--- src/rtl/imem_loader_pkg.sv ---
`default_nettype none
// ============================================================================
// Module      : imem_loader_pkg
// Description : Shared loader state enumeration and byte/word width constants.
// Revision    : 1.0 - initial release
// ============================================================================
package imem_loader_pkg;

    localparam int C_BYTE_W         = 8;
    localparam int C_WORD_W         = 32;
    localparam int C_BYTES_PER_WORD = C_WORD_W / C_BYTE_W;
    localparam int C_LEN_W          = 16;

    typedef enum logic [2:0] {
        ST_IDLE = 3'd0,
        ST_LEN0 = 3'd1,
        ST_LEN1 = 3'd2,
        ST_DATA = 3'd3,
        ST_CSUM = 3'd4,
        ST_DONE = 3'd5,
        ST_ERR  = 3'd6
    } state_e;

endpackage
`default_nettype wire

--- src/rtl/imem_loader_byte_packer.sv ---
`default_nettype none
// ============================================================================
// Module      : byte_packer
// Description : Shifts bytes little-endian into a 32-bit word and flags the
//               cycle on which the fourth byte of a word is taken.
// Revision    : 1.0 - initial release
// ============================================================================
module byte_packer
    import imem_loader_pkg::*;
(
    input  logic                clk,
    input  logic                rst,
    input  logic                clear,
    input  logic                in_valid,
    input  logic [C_BYTE_W-1:0] in_byte,
    output logic [C_WORD_W-1:0] word,
    output logic                word_done
);

    localparam int C_CNT_W = $clog2(C_BYTES_PER_WORD);

    logic [C_WORD_W-1:0] shift_q, shift_d;
    logic [C_CNT_W-1:0]  cnt_q, cnt_d;

    always_comb begin
        shift_d   = shift_q;
        cnt_d     = cnt_q;
        // New bytes enter at the top so the first byte ends up in [7:0]
        word      = {in_byte, shift_q[C_WORD_W-1:C_BYTE_W]};
        word_done = in_valid && (cnt_q == C_CNT_W'(C_BYTES_PER_WORD - 1));
        if (clear) begin
            cnt_d = '0;
        end else if (in_valid) begin
            shift_d = word;
            cnt_d   = cnt_q + 1'b1;
        end
    end

    always_ff @(posedge clk) begin
        if (!rst) begin
            shift_q <= '0;
            cnt_q   <= '0;
        end else begin
            shift_q <= shift_d;
            cnt_q   <= cnt_d;
        end
    end

endmodule
`default_nettype wire

--- src/rtl/imem_loader.sv ---
`default_nettype none
// ============================================================================
// Module      : imem_loader
// Description : Serial byte-stream program loader for an instruction memory.
//               Optional trailing XOR checksum with IMEM_LOADER_CHECKSUM_EN.
// Revision    : 1.0 - initial release
// ============================================================================
module imem_loader
    import imem_loader_pkg::*;
#(
    parameter logic [31:0] BASE_ADDR = 32'h0,
    parameter int          MAX_WORDS = 64
)(
    input  logic                clk,
    input  logic                rst,
    input  logic                start,
    input  logic [C_BYTE_W-1:0] in_data,
    input  logic                in_valid,
    output logic                in_ready,
    output logic                mem_we,
    output logic [31:0]         mem_addr,
    output logic [C_WORD_W-1:0] mem_wd,
    output logic                cpu_rst,
    output logic                done,
    output logic                err
);

    state_e               state_q, state_d;
    logic [C_LEN_W-1:0]   len_q, len_d;
    logic [C_LEN_W-1:0]   word_cnt_q, word_cnt_d;
    logic                 in_ready_q, in_ready_d;
    logic                 mem_we_q, mem_we_d;
    logic [31:0]          mem_addr_q, mem_addr_d;
    logic [C_WORD_W-1:0]  mem_wd_q, mem_wd_d;
    logic                 cpu_rst_q, cpu_rst_d;
    logic                 done_q, done_d;
    logic                 err_q, err_d;
`ifdef IMEM_LOADER_CHECKSUM_EN
    logic [C_BYTE_W-1:0]  csum_q, csum_d;
    localparam state_e    C_AFTER_PAYLOAD = ST_CSUM;
`else
    localparam state_e    C_AFTER_PAYLOAD = ST_DONE;
`endif

    logic                 w_accept;
    logic [C_LEN_W-1:0]   w_len;
    logic [C_WORD_W-1:0]  w_word;
    logic                 w_word_done;

    assign w_accept = in_valid && in_ready_q;
    assign w_len    = {in_data, len_q[7:0]};

    // Clearing outside DATA drops any partial word after an abort or restart
    byte_packer u_byte_packer (
        .clk       (clk),
        .rst       (rst),
        .clear     (state_q != ST_DATA),
        .in_valid  (w_accept && (state_q == ST_DATA)),
        .in_byte   (in_data),
        .word      (w_word),
        .word_done (w_word_done)
    );

    always_comb begin
        state_d    = state_q;
        len_d      = len_q;
        word_cnt_d = word_cnt_q;
        mem_we_d   = 1'b0;
        mem_addr_d = mem_addr_q;
        mem_wd_d   = mem_wd_q;
`ifdef IMEM_LOADER_CHECKSUM_EN
        csum_d     = csum_q;
`endif
        case (state_q)
            ST_IDLE, ST_DONE, ST_ERR: begin
                if (start) begin
                    state_d    = ST_LEN0;
                    len_d      = '0;
                    word_cnt_d = '0;
`ifdef IMEM_LOADER_CHECKSUM_EN
                    csum_d     = '0;
`endif
                end
            end
            ST_LEN0: begin
                if (w_accept) begin
                    len_d[7:0] = in_data;
                    state_d    = ST_LEN1;
                end
            end
            ST_LEN1: begin
                if (w_accept) begin
                    len_d = w_len;
                    if ({16'd0, w_len} > 32'(MAX_WORDS))
                        state_d = ST_ERR;
                    else if (w_len == '0)
                        state_d = C_AFTER_PAYLOAD;
                    else
                        state_d = ST_DATA;
                end
            end
            ST_DATA: begin
`ifdef IMEM_LOADER_CHECKSUM_EN
                if (w_accept)
                    csum_d = csum_q ^ in_data;
`endif
                if (w_word_done) begin
                    mem_we_d   = 1'b1;
                    mem_addr_d = BASE_ADDR + {14'd0, word_cnt_q, 2'b00};
                    mem_wd_d   = w_word;
                    word_cnt_d = word_cnt_q + 16'd1;
                    if (word_cnt_q == len_q - 16'd1)
                        state_d = C_AFTER_PAYLOAD;
                end
            end
`ifdef IMEM_LOADER_CHECKSUM_EN
            ST_CSUM: begin
                if (w_accept)
                    state_d = (in_data == csum_q) ? ST_DONE : ST_ERR;
            end
`endif
            default: state_d = ST_IDLE;
        endcase

        in_ready_d = (state_d == ST_LEN0) || (state_d == ST_LEN1) ||
                     (state_d == ST_DATA) || (state_d == ST_CSUM);
        cpu_rst_d  = (state_d != ST_DONE);
        done_d     = (state_d == ST_DONE);
        err_d      = (state_d == ST_ERR);
    end

    always_ff @(posedge clk) begin
        if (!rst) begin
            state_q    <= ST_IDLE;
            len_q      <= '0;
            word_cnt_q <= '0;
            in_ready_q <= 1'b0;
            mem_we_q   <= 1'b0;
            mem_addr_q <= BASE_ADDR;
            mem_wd_q   <= '0;
            cpu_rst_q  <= 1'b1;
            done_q     <= 1'b0;
            err_q      <= 1'b0;
`ifdef IMEM_LOADER_CHECKSUM_EN
            csum_q     <= '0;
`endif
        end else begin
            state_q    <= state_d;
            len_q      <= len_d;
            word_cnt_q <= word_cnt_d;
            in_ready_q <= in_ready_d;
            mem_we_q   <= mem_we_d;
            mem_addr_q <= mem_addr_d;
            mem_wd_q   <= mem_wd_d;
            cpu_rst_q  <= cpu_rst_d;
            done_q     <= done_d;
            err_q      <= err_d;
`ifdef IMEM_LOADER_CHECKSUM_EN
            csum_q     <= csum_d;
`endif
        end
    end

    assign in_ready = in_ready_q;
    assign mem_we   = mem_we_q;
    assign mem_addr = mem_addr_q;
    assign mem_wd   = mem_wd_q;
    assign cpu_rst  = cpu_rst_q;
    assign done     = done_q;
    assign err      = err_q;

endmodule
`default_nettype wire

--- config.mk ---
export PLATFORM = sky130hd
export DESIGN_NAME = imem_loader
export DESIGN_NICKNAME = d
export VERILOG_FILES = /design/src/rtl/imem_loader_pkg.sv /design/src/rtl/imem_loader_byte_packer.sv /design/src/rtl/imem_loader.sv
export SDC_FILE = /design/constraint.sdc
export NUM_CORES = 1
export LEC_CHECK = 0
export BUFFER_PORTS_ARGS = -buffer_cell sky130_fd_sc_hd__buf_2
export CORE_ASPECT_RATIO = 0.5
export CORE_MARGIN = 5
export CORE_UTILIZATION = 60
export CTS_CLUSTER_DIAMETER = 80
export CTS_CLUSTER_SIZE = 16
export DETAILED_ROUTE_END_ITERATION = 12
export PLACE_DENSITY = 0.87
export SLEW_MARGIN = 20
export SYNTH_ARGS = -nofsm -noshare
export SYNTH_HDL_FRONTEND = slang
export SYNTH_SLANG_ARGS = --single-unit
--- constraint.sdc ---
create_clock -name clk -period 8.05 [get_ports clk]
set_clock_uncertainty 0.2 [all_clocks]
set_input_delay 2.0125 -clock clk [delete_from_list [all_inputs] [get_ports clk]]
set_output_delay 2.0125 -clock clk [all_outputs]
set_load 0.05 [all_outputs]
# Word level (Yosys, flattened, before mapping)
# Cells that the tools add are included.
[totals]
register_bits = 122
word_cells = 74
output_inout_bits = 69
[classes]
n_addsub = 3
eq_ne = 19
n_mux = 16
bitwise = 3
n_lt_le_gt_ge = 1
n_reduce_logical = 19
[ops]
columns = ["op", "count"]
rows = [
  ["$mux W16", 3],
  ["$pmux W16 S2", 1],
  ["$pmux W8 S3", 1],
  ["$mux W3", 7],
  ["$add A16 B1 Y16 const B", 1],
  ["$eq A16 B16 Y1", 1],
  ["$gt A16 B7 Y1 const B", 1],
  ["$logic_not A16 Y1", 1],
  ["$pmux W8 S2", 1],
  ["$sub A16 B1 Y16 const B", 1],
  ["$eq A3 B3 Y1 const B", 5],
  ["$eq A3 B2 Y1 const B", 4],
  ["$pmux W3 S4", 1],
  ["$mux W8", 1],
  ["$eq A3 B1 Y1 const B", 2],
  ["$ne A2 B2 Y1 const B", 3],
  ["$reduce_and A2 Y1", 3],
  ["$reduce_and A3 Y1", 2],
  ["$reduce_bool A2 Y1", 3],
  ["$reduce_and A4 Y1", 1],
  ["$logic_and A1 B1 Y1", 3],
  ["$logic_not A3 Y1", 1],
  ["$logic_or A1 B1 Y1", 3],
  ["$ne A3 B2 Y1 const B", 1],
  ["8 further kinds", 10],
]

# Logic depth before layout (Yosys ltp)
# Gate-level depths: netlist (run 1).
[logic_depth]
word_depth = 9
ltp_mapped = 8
depth_no_buf = 8

# Hierarchy
# A second synthesis (run 1) with hierarchy kept.
[unflattened]
cells_unflattened = 637
hier_area_um2 = 5301.3
[by_module_without_submodules]
columns = ["mod", "seq_area_each_um2", "area_each_um2", "cells_per_inst", "n_inst"]
rows = [
  ["imem_loader", 1761.7, 4222.8, 532, 1],
  ["byte_packer", 520.5, 1078.5, 105, 1],
]

# Worst setup path before layout (run 1)
# No wires, ideal clock.
[synth_path]
path_kind = "input to register"
from = "input in_valid"
to = "register word_cnt_q[15]"
arrival_ns = 3.716
path_stages = 7
t_required_ns = 7.791
setup_slack_ns = 4.074
setup_ns = 0.059
cell_sequence = "and2_1 -> clkbuf_2 -> nand3_1 -> o21ai_1 -> nand3_1 -> or4_1 -> nand2_1"
[synth_between]
elab_chain_cells = 5
[synth_lines]
columns = ["item", "line_no", "source"]
rows = [
  ["from (decl)", "imem_loader.sv:18", "input logic in_valid,"],
  ["$logic_and A1 B1 Y1", "imem_loader.sv:50", "assign w_accept = in_valid && in_ready_q;"],
  ["$logic_and A1 B1 Y1", "imem_loader.sv:58", ".in_valid (w_accept && (state_q == ST_DATA)),"],
  ["$logic_and A1 B1 Y1", "imem_loader_byte_packer.sv:30", "word_done = in_valid && (cnt_q == C_CNT_W'(C_BYTES_PER_WORD - 1));"],
  ["$ne A2 B1 Y1 (no source line)", "n/a", ""],
  ["$reduce_and A3 Y1 (no source line)", "n/a", ""],
  ["to (signal assigned)", "imem_loader.sv:150", "word_cnt_q <= word_cnt_d;"],
  ["to (decl)", "imem_loader.sv:30", "logic [C_LEN_W-1:0] word_cnt_q, word_cnt_d;"],
]
# No other way between the ends.
# A chain may end at the register's enable or synchronous reset.

# Worst setup path after layout (run 1)
# Ends and elaborated chain as after synthesis.

==> run metrics, run 1 <==
Multi-input gate area 2437 um2; Worst-Margin Slew 0.9906 ns; Clk pin slew, worst setup/hold paths roughly 0.050 ns; Min-Delay Path Class flop to flop; Starting Density between 60% and 70%; post-CTS sizing 0; DRT Pass-1 Iters 5; CP max FO 53; WL/cell 15.23 um; Hold Buf Count CTS 0; grt peak-use layer met2; largest net degree at the start of global routing 82; worst path bufs/invs 2; # DRC 0; Yosys Warn Count 0; first-pass GRT wire length 20.00 mm; async set or reset register ratio after synthesis 0%; post-synthesis mux area share 0%; Syn Area/Cell 7.861 um2; Total Wirelength 12.24 mm; Seq cells post-synth 114; Peak Freq ~240 MHz; share of cells above drive strength 1 15.17%; register area share after synthesis 46.08%; grt total ovfl 0; most frequent cells in the layout 168 x nand2_1, 114 x dfxtp_1, 95 x a21oi_1, 64 x buf_2, 30 x nor2_1; Setup TNS Final 0 ns; Tmin final 4.183 ns; CTS tree built; post-DP HPWL 7.754 mm; GR Layer Usage met3 between 8 and 9%; Max-slew headroom 33.45%; Setup crit start kind primary input; Fin. Hold Viols 0; num rows 23; diode count 0; vias per std cell 5.665; Core Region 8029 um2; VDD IR-drop max 0.1698 mV; Longest Clk Path Bufs 2; Synth Flop Type dfxtp_1; Post-Synth Adder-Cell Area 0.7580%; Mapped Cells 630; Die Wd 138.5 um; Mapped Area 4952 um2; Power Dens Cells approximately 240 nW/um2; Num CTS Buffers 17; Root Buffer clkbuf_16; initial antenna violation count 0; WP data required 8.21 ns; # port buffers 64; setup repair bufs after CTS 0; delay-heaviest family, CP simple AND/OR/NAND/NOR gates; Placer Congestion 0.8948; routed via count 4555; main combinational cell family by area after synthesis simple AND/OR/NAND/NOR gates; initial drt markers 458; Compound-Gate Fraction of Synth Area 15.66%; all-layer global routing usage 24.38%; met2 Use GR 41.90%; static leakage about 2.2 nW; die area 10280 um2; M1 GR Usage around 29%; Yosys cell types 47; Die Ht about 74 um; Fillers a little over 600; final net count between 600 and 700; I/O Pins 81; CP Cell Sequence buf_2 -> and2_1 -> nand3_2 -> buf_4 -> o21ai_1 -> nand3_1 -> or4_1 -> nand2_1; CTS Sinks 114; Pins Over Slew Limit 0; slowest library cell on the worst path or4_1; XOR/XNOR Fraction of Synth Area 4.775%; crit path DAT between 4 and 5 ns; Setup Viol. Count Final 0; Max Cap Viol 0; Final Util about 73%; crit path kind primary input to flop; crit-path max cell delay 0.56 ns; outcome finished clean; simple-gate area share of the yosys netlist about a quarter; Critical Path Sink Type flop; Clk Latency, worst-skew pair 0.42 ns; register area approximately 2300 um2; EDFF count, synth 0; most common cell after layout, fill and taps aside nand2_1; RSZ-0062 raised after global routing false; vias in the first global route between 4000 and 5000; CTS H-Tree Depth 4; P&R area growth vs syn 17.61%; Final Cycle Share 51.97%; Routed Antenna Nets 0
-- Yosys cell counts (12+ instances only) --
library cell / number / share of area (%)
or3_1: 13 / 1.6
nand3_1: 16 / 1.6
nand2_1: 168 / 13
clkbuf_1: 33 / 2.5
dfxtp_1: 114 / 46
and3_1: 14 / 1.8
nor2_1: 30 / 2.3
xor2_1: 12 / 2.1
a21oi_1: 95 / 9.6
buf_4: 17 / 2.6
xnor2_1: 15 / 2.7
-- state kept, by name, indices dropped and copies added (netlist names), 2 cells and up --
| signal | count |
|---|---|
| mem_addr | 16 |
| u_byte_packer.shift_q | 24 |
| word_cnt_q | 16 |
| state_q | 3 |
| u_byte_packer.cnt_q | 2 |
| mem_wd | 32 |
| len_q | 16 |
-- through the flow --
stage | power [mW] | instance area (um2) | hold WS, ns | setup slack (ns) | cells
floorplan | 0.6426 | 5009 | 0.2322 | 4.074 | 645
global placement | 0.6521 | 5240 | 0.2405 | 3.606 | 772
global route | 1.416 | 5824 | 0.2730 | 3.673 | 804
CTS | 1.378 | 5824 | 0.2501 | 3.901 | 804
finish | 1.376 | 5824 | 0.2490 | 3.867 | 804
detailed placement | 0.6526 | 5240 | 0.2431 | 3.489 | 772
-- layer usage --
layer	vias up	part of all wire, %
met5	-	0
met4	0	2.3
met3	31	7.9
met2	184	48
met1	2129	42
li1	2211	-
-- report_power, final --
group | total (mW) | internal [mW] | switching [mW]
Clock | 0.733 | 0.479 | 0.254
Combinational | 0.0725 | 0.0167 | 0.0558
Sequential | 0.571 | 0.567 | 0.00351
-- cells by family (layout without fill, tap and decap cells) --
kind of cell / after synthesis / count (layout)
other cells: 1 / 16
compound gates: 135 / 135
fa+ha+maj: 3 / 3
flops: 114 / 114
simple gates: 289 / 289
buf+inv: 61 / 108
xor+xnor: 27 / 27
-- worst register-to-register path: stages, from the launching register on --
cell and delay (ns):
dfxtp_1 0.41, and3b_1 0.49, nand3_2 0.11, buf_4 0.32, o21ai_1 0.48, nand3_1 0.40, or4_1 0.56, nand2_1 0.07
-- layout make-up --
type	instances	area share [%]
Clock buffer	24	8.271
Clock inverter	8	1.762
Inverter	8	0.5156
Multi-Input combinational cell	470	41.85
Sequential cell	114	39.18
Tap cell	112	2.406
Timing Repair Buffer	68	6.015
-- path summary, 6_finish.rpt --
check	startpoint	endpoint	slack (ns)	cells after the start
min reg2reg	mem_wd[10]$_SDFFE_PN0P_	mem_wd[10]$_SDFFE_PN0P_	0.25	2
max reg2reg	state_q[2]$_SDFF_PN0_	word_cnt_q[15]$_SDFFE_PN0P_	4.95	7
max	in_valid	word_cnt_q[15]$_SDFFE_PN0P_	3.87	8
min	mem_wd[10]$_SDFFE_PN0P_	mem_wd[10]$_SDFFE_PN0P_	0.25	2
Note: power is estimated with default switching activity, not from simulation.
==> run 2, diff against run 1 <==
- ABC_AREA: not set -> 1
- CORE_UTILIZATION: 60 -> 51
- PLACE_DENSITY: 0.87 -> 0.79
- clock period: 8.05 -> 3.5 ns (I/O delays scaled with it)
==> run 2 against run 1 <==
Combinational power rose to 4.8 times the previous value. Total power grew to 2.5 times the previous value. Routed wire length increased by 2.9%.
==> run metrics, run 2 <==
non-filler cells, final 907 (+13%); die area 12150 um2 (+18%); Critical Path Sink Type flop; vias in the first global route 4315 (+0.65%); grt total ovfl 0 (unchanged); largest net degree at the start of global routing 49 (-40%); Final Cycle Share between 70 and 80%; CTS tree built; Peak Freq ~400 MHz; Worst setup startpoint in_valid; I/O Pins 81 (unchanged); register area share after synthesis 45.05% (-1.0 points); setup repair bufs after CTS 0 (unchanged); Clk pin slew, worst setup/hold paths 0.06 ns (about the same); Placer Congestion 0.9039 (+1.0%); Pins Over Slew Limit 0 (unchanged); post-CTS sizing 0 (unchanged); max reg flops 32 (unchanged); Seq cells post-synth 114 (unchanged); static leakage 2.814 nW (+26%); CTS Sinks 114 (unchanged); clock share of power 51.7% (-1.5 points); Yosys Warn Count 0 (unchanged); most frequent cells in the layout 146 x nand2_1, 114 x dfxtp_1, 92 x nor2_1, 64 x buf_2, 56 x inv_1; post-route setup slack 0.9832 ns (-2.884 ns); EDFF count, synth 0 (unchanged); Mapped Area 5066 um2 (+2.3%); Core Region 9572 um2 (+19%); final net count 774 (+12%); area share of the largest cell type after synthesis 45.05% (-1.0 points); count leader, synth nand2_1; initial drt markers 348 (-24%); CTS H-Tree Depth 4 (unchanged); Setup crit start kind primary input; sequential share of power 38.3% (-3.2 points); pre-CTS setup slack 0.6132 ns (-2.876 ns); Net Switching 0.9208 mW (+190%); Area contributors post-synth dfxtp_1 45%, nand2_1 11%, nor2_1 6.8%, nand3_1 5.3%, a21oi_1 5.2%; Worst-Margin Slew 0.5742 ns (-0.4165 ns); Setup Viol. Count Final 0 (unchanged); Num CTS Buffers 17 (unchanged); Root Buffer clkbuf_16; vias per std cell 5.234 (-7.6%); Longest Clk Path Bufs 2 (unchanged); RSZ-0062 raised after global routing false; Mapped Cells 696 (+10%); Hold Buf Count CTS 0 (unchanged); Yosys cell types 38 (-19%); first-pass GRT wire length 20.78 mm (+3.9%); Clk Latency, worst-skew pair 0.41 ns (about the same); synth cell count leaders 146 x nand2_1, 114 x dfxtp_1, 92 x nor2_1, 56 x inv_1, 54 x nand3_1; CP Capture Point word_cnt_q[4]$_SDFFE_PN0P_; CP max FO 11 (-79%); outcome finished clean; post-DP HPWL 8.696 mm (+12%); Int Pwr 2.554 mW (+140%); Min-Delay Path Class flop to flop; num rows 25 (+8.7%); cell depth of the worst flop-to-flop path 10 (+3); share of cells above drive strength 1 15.80% (+0.63 points); total power 3.475 mW (+150%); diode count 0 (unchanged); Tmin final 2.517 ns; dpl cells 875 (+13%); Starting Density 52.93% (-8.8 points); Syn Area/Cell 7.279 um2 (-7.4%); post-synth top area cell dfxtp_1; Synth Flop Type dfxtp_1; # port buffers 64 (unchanged); Max Cap Viol 0 (unchanged); WL/cell 13.89 um (-8.8%); initial antenna violation count 0 (unchanged); VDD IR-drop max 0.3717 mV (+120%); Fin. Hold Viols 0 (unchanged); routed via count 4747 (+4.2%); Total Wirelength 12.59 mm (+2.9%); crit path DAT 2.62 ns (-1.72 ns); # DRC 0 (unchanged); Reg-to-Reg Start len_q[0]$_SDFFE_PN0P_; crit path kind primary input to flop; Die Wd 151.0 um (+9.0%); Setup TNS Final 0 ns (unchanged); Max-slew headroom 61.47% (+28 points); Sw Share 26.50% (+3.7 points); most common cell after layout, fill and taps aside nand2_1; FF-to-FF End in_ready$_SDFF_PN0_; async set or reset register ratio after synthesis 0% (unchanged); Die Ht 80.48 um (+8.4%); Routed Antenna Nets 0 (unchanged); all-layer global routing usage 21.72% (-2.7 points); flop2flop setup slack 1.11 ns (-3.84 ns); Comb power frac 10.0% (+4.7 points); Power Dens Cells 573.9 nW/um2 (+140%); WP data required 3.61 ns (-4.60 ns); P&R area growth vs syn 19.51%; DRT Pass-1 Iters 4 (-1)
==> run 2: critical path: stages <==
cell     delay (ns)
buf_2          0.07
nand2_1        0.22
nor2_8         0.18
nand2_2        0.16
nand2_1        0.12
nand2_2        0.17
o21ai_1        0.37
inv_1          0.19
o21ai_0        0.10
o21ba_2        0.16
==> run 2: worst min path at each step <==
stage / start / end / slack (ns) / cells after the start
4_1_cts: u_byte_packer.shift_q[10]$_SDFFE_PN0P_ / mem_wd[2]$_SDFFE_PN0P_ / 0.26 / 2
5_1_grt: mem_wd[2]$_SDFFE_PN0P_ / mem_wd[2]$_SDFFE_PN0P_ / 0.27 / 2
3_3_place_gp: u_byte_packer.shift_q[10]$_SDFFE_PN0P_ / mem_wd[2]$_SDFFE_PN0P_ / 0.25 / 2
6_report: u_byte_packer.shift_q[10]$_SDFFE_PN0P_ / mem_wd[2]$_SDFFE_PN0P_ / 0.26 / 2
3_5_place_dp: u_byte_packer.shift_q[10]$_SDFFE_PN0P_ / mem_wd[2]$_SDFFE_PN0P_ / 0.25 / 2
2_1_floorplan: u_byte_packer.shift_q[18]$_SDFFE_PN0P_ / mem_wd[10]$_SDFFE_PN0P_ / 0.24 / 2
==> run 2: area by class of cell <==
class / count / area, um2
Clock buffer: 18 / 439.2
Fill cell: 854 / 3517
Multi-Input combinational cell: 495 / 2387
Inverter: 61 / 230.2
Timing Repair Buffer: 70 / 365.4
Clock inverter: 14 / 181.4
Tap cell: 135 / 168.9
Sequential cell: 114 / 2282
==> run 2: logic make-up (layout without fill, tap and decap cells) <==
kind of cell,after synthesis,count (layout),synth area share (%)
simple gates,332,332,28.77
compound gates,122,122,12.62
flops,114,114,45.05
buf+inv,102,163,8.940
xor+xnor,22,22,3.803
fa+ha+maj,3,3,0.7410
other cells,1,16,0.07402
==> run 2: per-stage QoR <==
stage,cell area [um2],hold slack (ns),util [%]
3_3_place_gp,5434,0.2516,56.77
4_1_cts,6055,0.2608,63.25
2_1_floorplan,5122,0.2361,-
6_report,6055,0.2565,63.25
5_1_grt,6055,0.2750,63.25
3_5_place_dp,5434,0.2526,56.77
==> run 2: per-layer routing <==
metal	share of wire (%)	track usage, %	vias to the layer above
li1	-	-	2354
met1	47	28.46	2203
met2	44	35.08	177
met3	7.7	6.483	13
met4	0.99	5.787	0
met5	0	0	-
==> run 2: power groups by stage <==
| stage | registers, mW | logic, mW | clock network, mW |
|---|---|---|---|
| 6_report | 1.33 | 0.347 | 1.80 |
| 5_1_grt | 1.33 | 0.389 | 1.89 |
| 4_1_cts | 1.33 | 0.342 | 1.81 |
| 3_5_place_dp | 1.36 | 0.339 | 0 |
| 3_3_place_gp | 1.36 | 0.333 | 0 |
| 2_1_floorplan | 1.36 | 0.287 | 0 |
==> run 3, diff against run 2 <==
- clock period: 3.5 -> 2.13 ns (I/O delays scaled with it)
==> run 3 against run 2 <==
Clock power up 69%. Non-clock buffer count grew 40. Register-to-register slack lost 1.0 ns. Largest power group unchanged.
==> run metrics, run 3 (synthesis gave the netlist of run 2 again) <==
WP data required 2.22 ns (-1.39 ns); dpl cells 914 (+4.5%); CTS Sinks 114 (unchanged); CTS H-Tree Depth 4 (unchanged); Worst setup startpoint len_q[2]$_SDFFE_PN0P_; Setup Viol. Count Final 0 (unchanged); crit path kind flop to flop; post-DP HPWL 9.500 mm (+9.2%); first-pass GRT wire length 22.26 mm (+7.1%); CP Cell Sequence nor2_1 -> nand2_1 -> nor2_4 -> inv_1 -> or2_2 -> a21oi_1 -> buf_4 -> nand4_1; DRT Pass-1 Iters 5 (+1); all-layer global routing usage 23.45% (+1.7 points); Total Wirelength 13.64 mm (+8.3%); Critical Path Sink Type flop; static leakage 3.022 nW (+7.4%); Die Wd 151.0 um (unchanged); max reg flops 32 (unchanged); Max Cap Viol 0 (unchanged); Setup crit start kind flop; VDD IR-drop max 0.5944 mV (+60%); Longest Clk Path Bufs 2 (unchanged); crit-path max cell delay 0.38 ns (about the same); I/O Pins 81 (unchanged); Placer Congestion 0.9862 (+9.1%); Die Ht 80.48 um (unchanged); Root Buffer clkbuf_16; Clk Latency, worst-skew pair 0.42 ns (about the same); vias in the first global route 4578 (+6.1%); WL/cell 14.40 um (+3.7%); crit path DAT 2.12 ns (-0.50 ns); CP Capture Point cpu_rst$_SDFF_PN1_; grt peak-use layer met2; Power Dens Cells 918.0 nW/um2 (+60%); initial drt markers 488 (+40%); Final Cycle Share a little over nine tenths; final net count 814 (+5.2%); Reg-to-Reg Start len_q[2]$_SDFFE_PN0P_; M1 GR Usage 30.37% (+1.9 points); met2 Use GR 37.75% (+2.7 points); Peak Freq 491.6 MHz; flop2flop setup slack 0.1 ns (-1.01 ns); Min-Delay Path Class primary input to flop; GR Layer Usage met3 6.708% (+0.23 points); Fin. Hold Viols 0 (unchanged); Routed Antenna Nets 0 (unchanged); # DRC 0 (unchanged); delay-heaviest family, CP simple AND/OR/NAND/NOR gates; routed via count 4977 (+4.8%); slowest library cell on the worst path dfxtp_1; vias per std cell 5.256 (+0.42%); outcome finished clean; grt total ovfl 0 (unchanged); # port buffers 64 (unchanged); most common cell after layout, fill and taps aside nand2_1; share of cells above drive strength 1 22.66% (+6.9 points); non-filler cells, final 947 (+4.4%); Hold WS 0.2293 ns (-0.02723 ns); Num CTS Buffers 17 (unchanged); worst path bufs/invs 2 (unchanged); most frequent cells in the layout 140 x nand2_1, 111 x dfxtp_1, 83 x nor2_1, 64 x buf_2; FF-to-FF End cpu_rst$_SDFF_PN1_; die area 12150 um2 (unchanged); num rows 25 (unchanged); Starting Density 52.93% (unchanged); Clk pin slew, worst setup/hold paths 0.06 ns (about the same); Pins Over Slew Limit 0 (unchanged); Stages on worst setup path 8 (-2); P&R area growth vs syn 27.24%; CP max FO 5 (-6); cell depth of the worst flop-to-flop path 8 (-2); Core Region 9572 um2 (unchanged); diode count 0 (unchanged); largest net degree at the start of global routing 49 (unchanged); initial antenna violation count 0 (unchanged); Final Util 67.35% (+4.1 points); CTS tree built; Tmin final 2.034 ns
==> run 3: changes by cell type in the layout (fill, tap and decap cells not counted), moves of 2 or more <==
| cell | previous run | this run |
|---|---|---|
| nand2_2 | 6 | 12 |
| nor2_4 | 2 | 5 |
| buf_4 | 6 | 46 |
| inv_2 | 3 | 5 |
| inv_1 | 56 | 54 |
| dfxtp_2 | 0 | 3 |
| clkinv_4 | 5 | 3 |
| nor2_1 | 92 | 83 |
| nand2_1 | 146 | 140 |
| nor2_2 | 2 | 8 |
| dfxtp_1 | 114 | 111 |
==> run 3: what timing repair did <==
action / in CTS / in global routing
endpoints found under the setup margin: 0 / 13
buffers inserted: 0 / 1
hold buffers: 0 / 0
resized for setup: 0 / 25
==> run 3: per-layer routing <==
metal	part of all wire (%)	up-vias
met2	45	182
met5	0	-
met1	45	2329
met3	7.6	32
met4	1.9	0
li1	-	2434
==> run 3: power by group <==
| group | internal, mW | switching, mW | total [mW] |
|---|---|---|---|
| clock network | 1.97 | 1.07 | 3.05 |
| registers | 2.16 | 0.0313 | 2.19 |
| logic | 0.228 | 0.452 | 0.681 |
==> run 3: through the flow <==
step / TNS, ns / total power [mW] / area [um2] / worst slack, ns
after floorplan: 0 / 2.712 / 5126 / 0.07860
after global placement: 0 / 2.859 / 5731 / 0.02603
after detailed placement: 0 / 2.871 / 5731 / 0.001597
after CTS: 0 / 5.893 / 6365 / 0.01545
after global routing: -0.06993 / 6.134 / 6446 / -0.03285
final: 0 / 5.918 / 6446 / 0.09594
==> run 3: worst min path at each step <==
stage | from | slack [ns] | end | cells after the start
floorplan | u_byte_packer.shift_q[18]$_SDFFE_PN0P_ | 0.24 | mem_wd[10]$_SDFFE_PN0P_ | 2
global placement | mem_addr[11]$_SDFFE_PN0P_ | 0.25 | mem_addr[11]$_SDFFE_PN0P_ | 2
detailed placement | mem_addr[14]$_SDFFE_PN0P_ | 0.25 | mem_addr[14]$_SDFFE_PN0P_ | 2
CTS | in_data[1] | 0.21 | len_q[9]$_SDFFE_PN0P_ | 3
global route | in_data[1] | 0.22 | len_q[9]$_SDFFE_PN0P_ | 3
finish | in_data[1] | 0.23 | len_q[9]$_SDFFE_PN0P_ | 3
==> run 3: worst min-delay path: stages <==
cell and delay, ns:
buf_2 0.11, nand3_1 0.09, a21oi_1 0.06
==> run 3: final cells by class <==
| class | instances | area, um2 |
|---|---|---|
| fillers | 834 | 3126 |
| multi-input cells | 495 | 2461 |
| flip-flops and latches | 114 | 2286 |
| repair buffers | 110 | 665.6 |
| clock buffers | 18 | 429.2 |
| inverters | 61 | 230.2 |
| clock inverters | 14 | 205.2 |
| well taps | 135 | 168.9 |
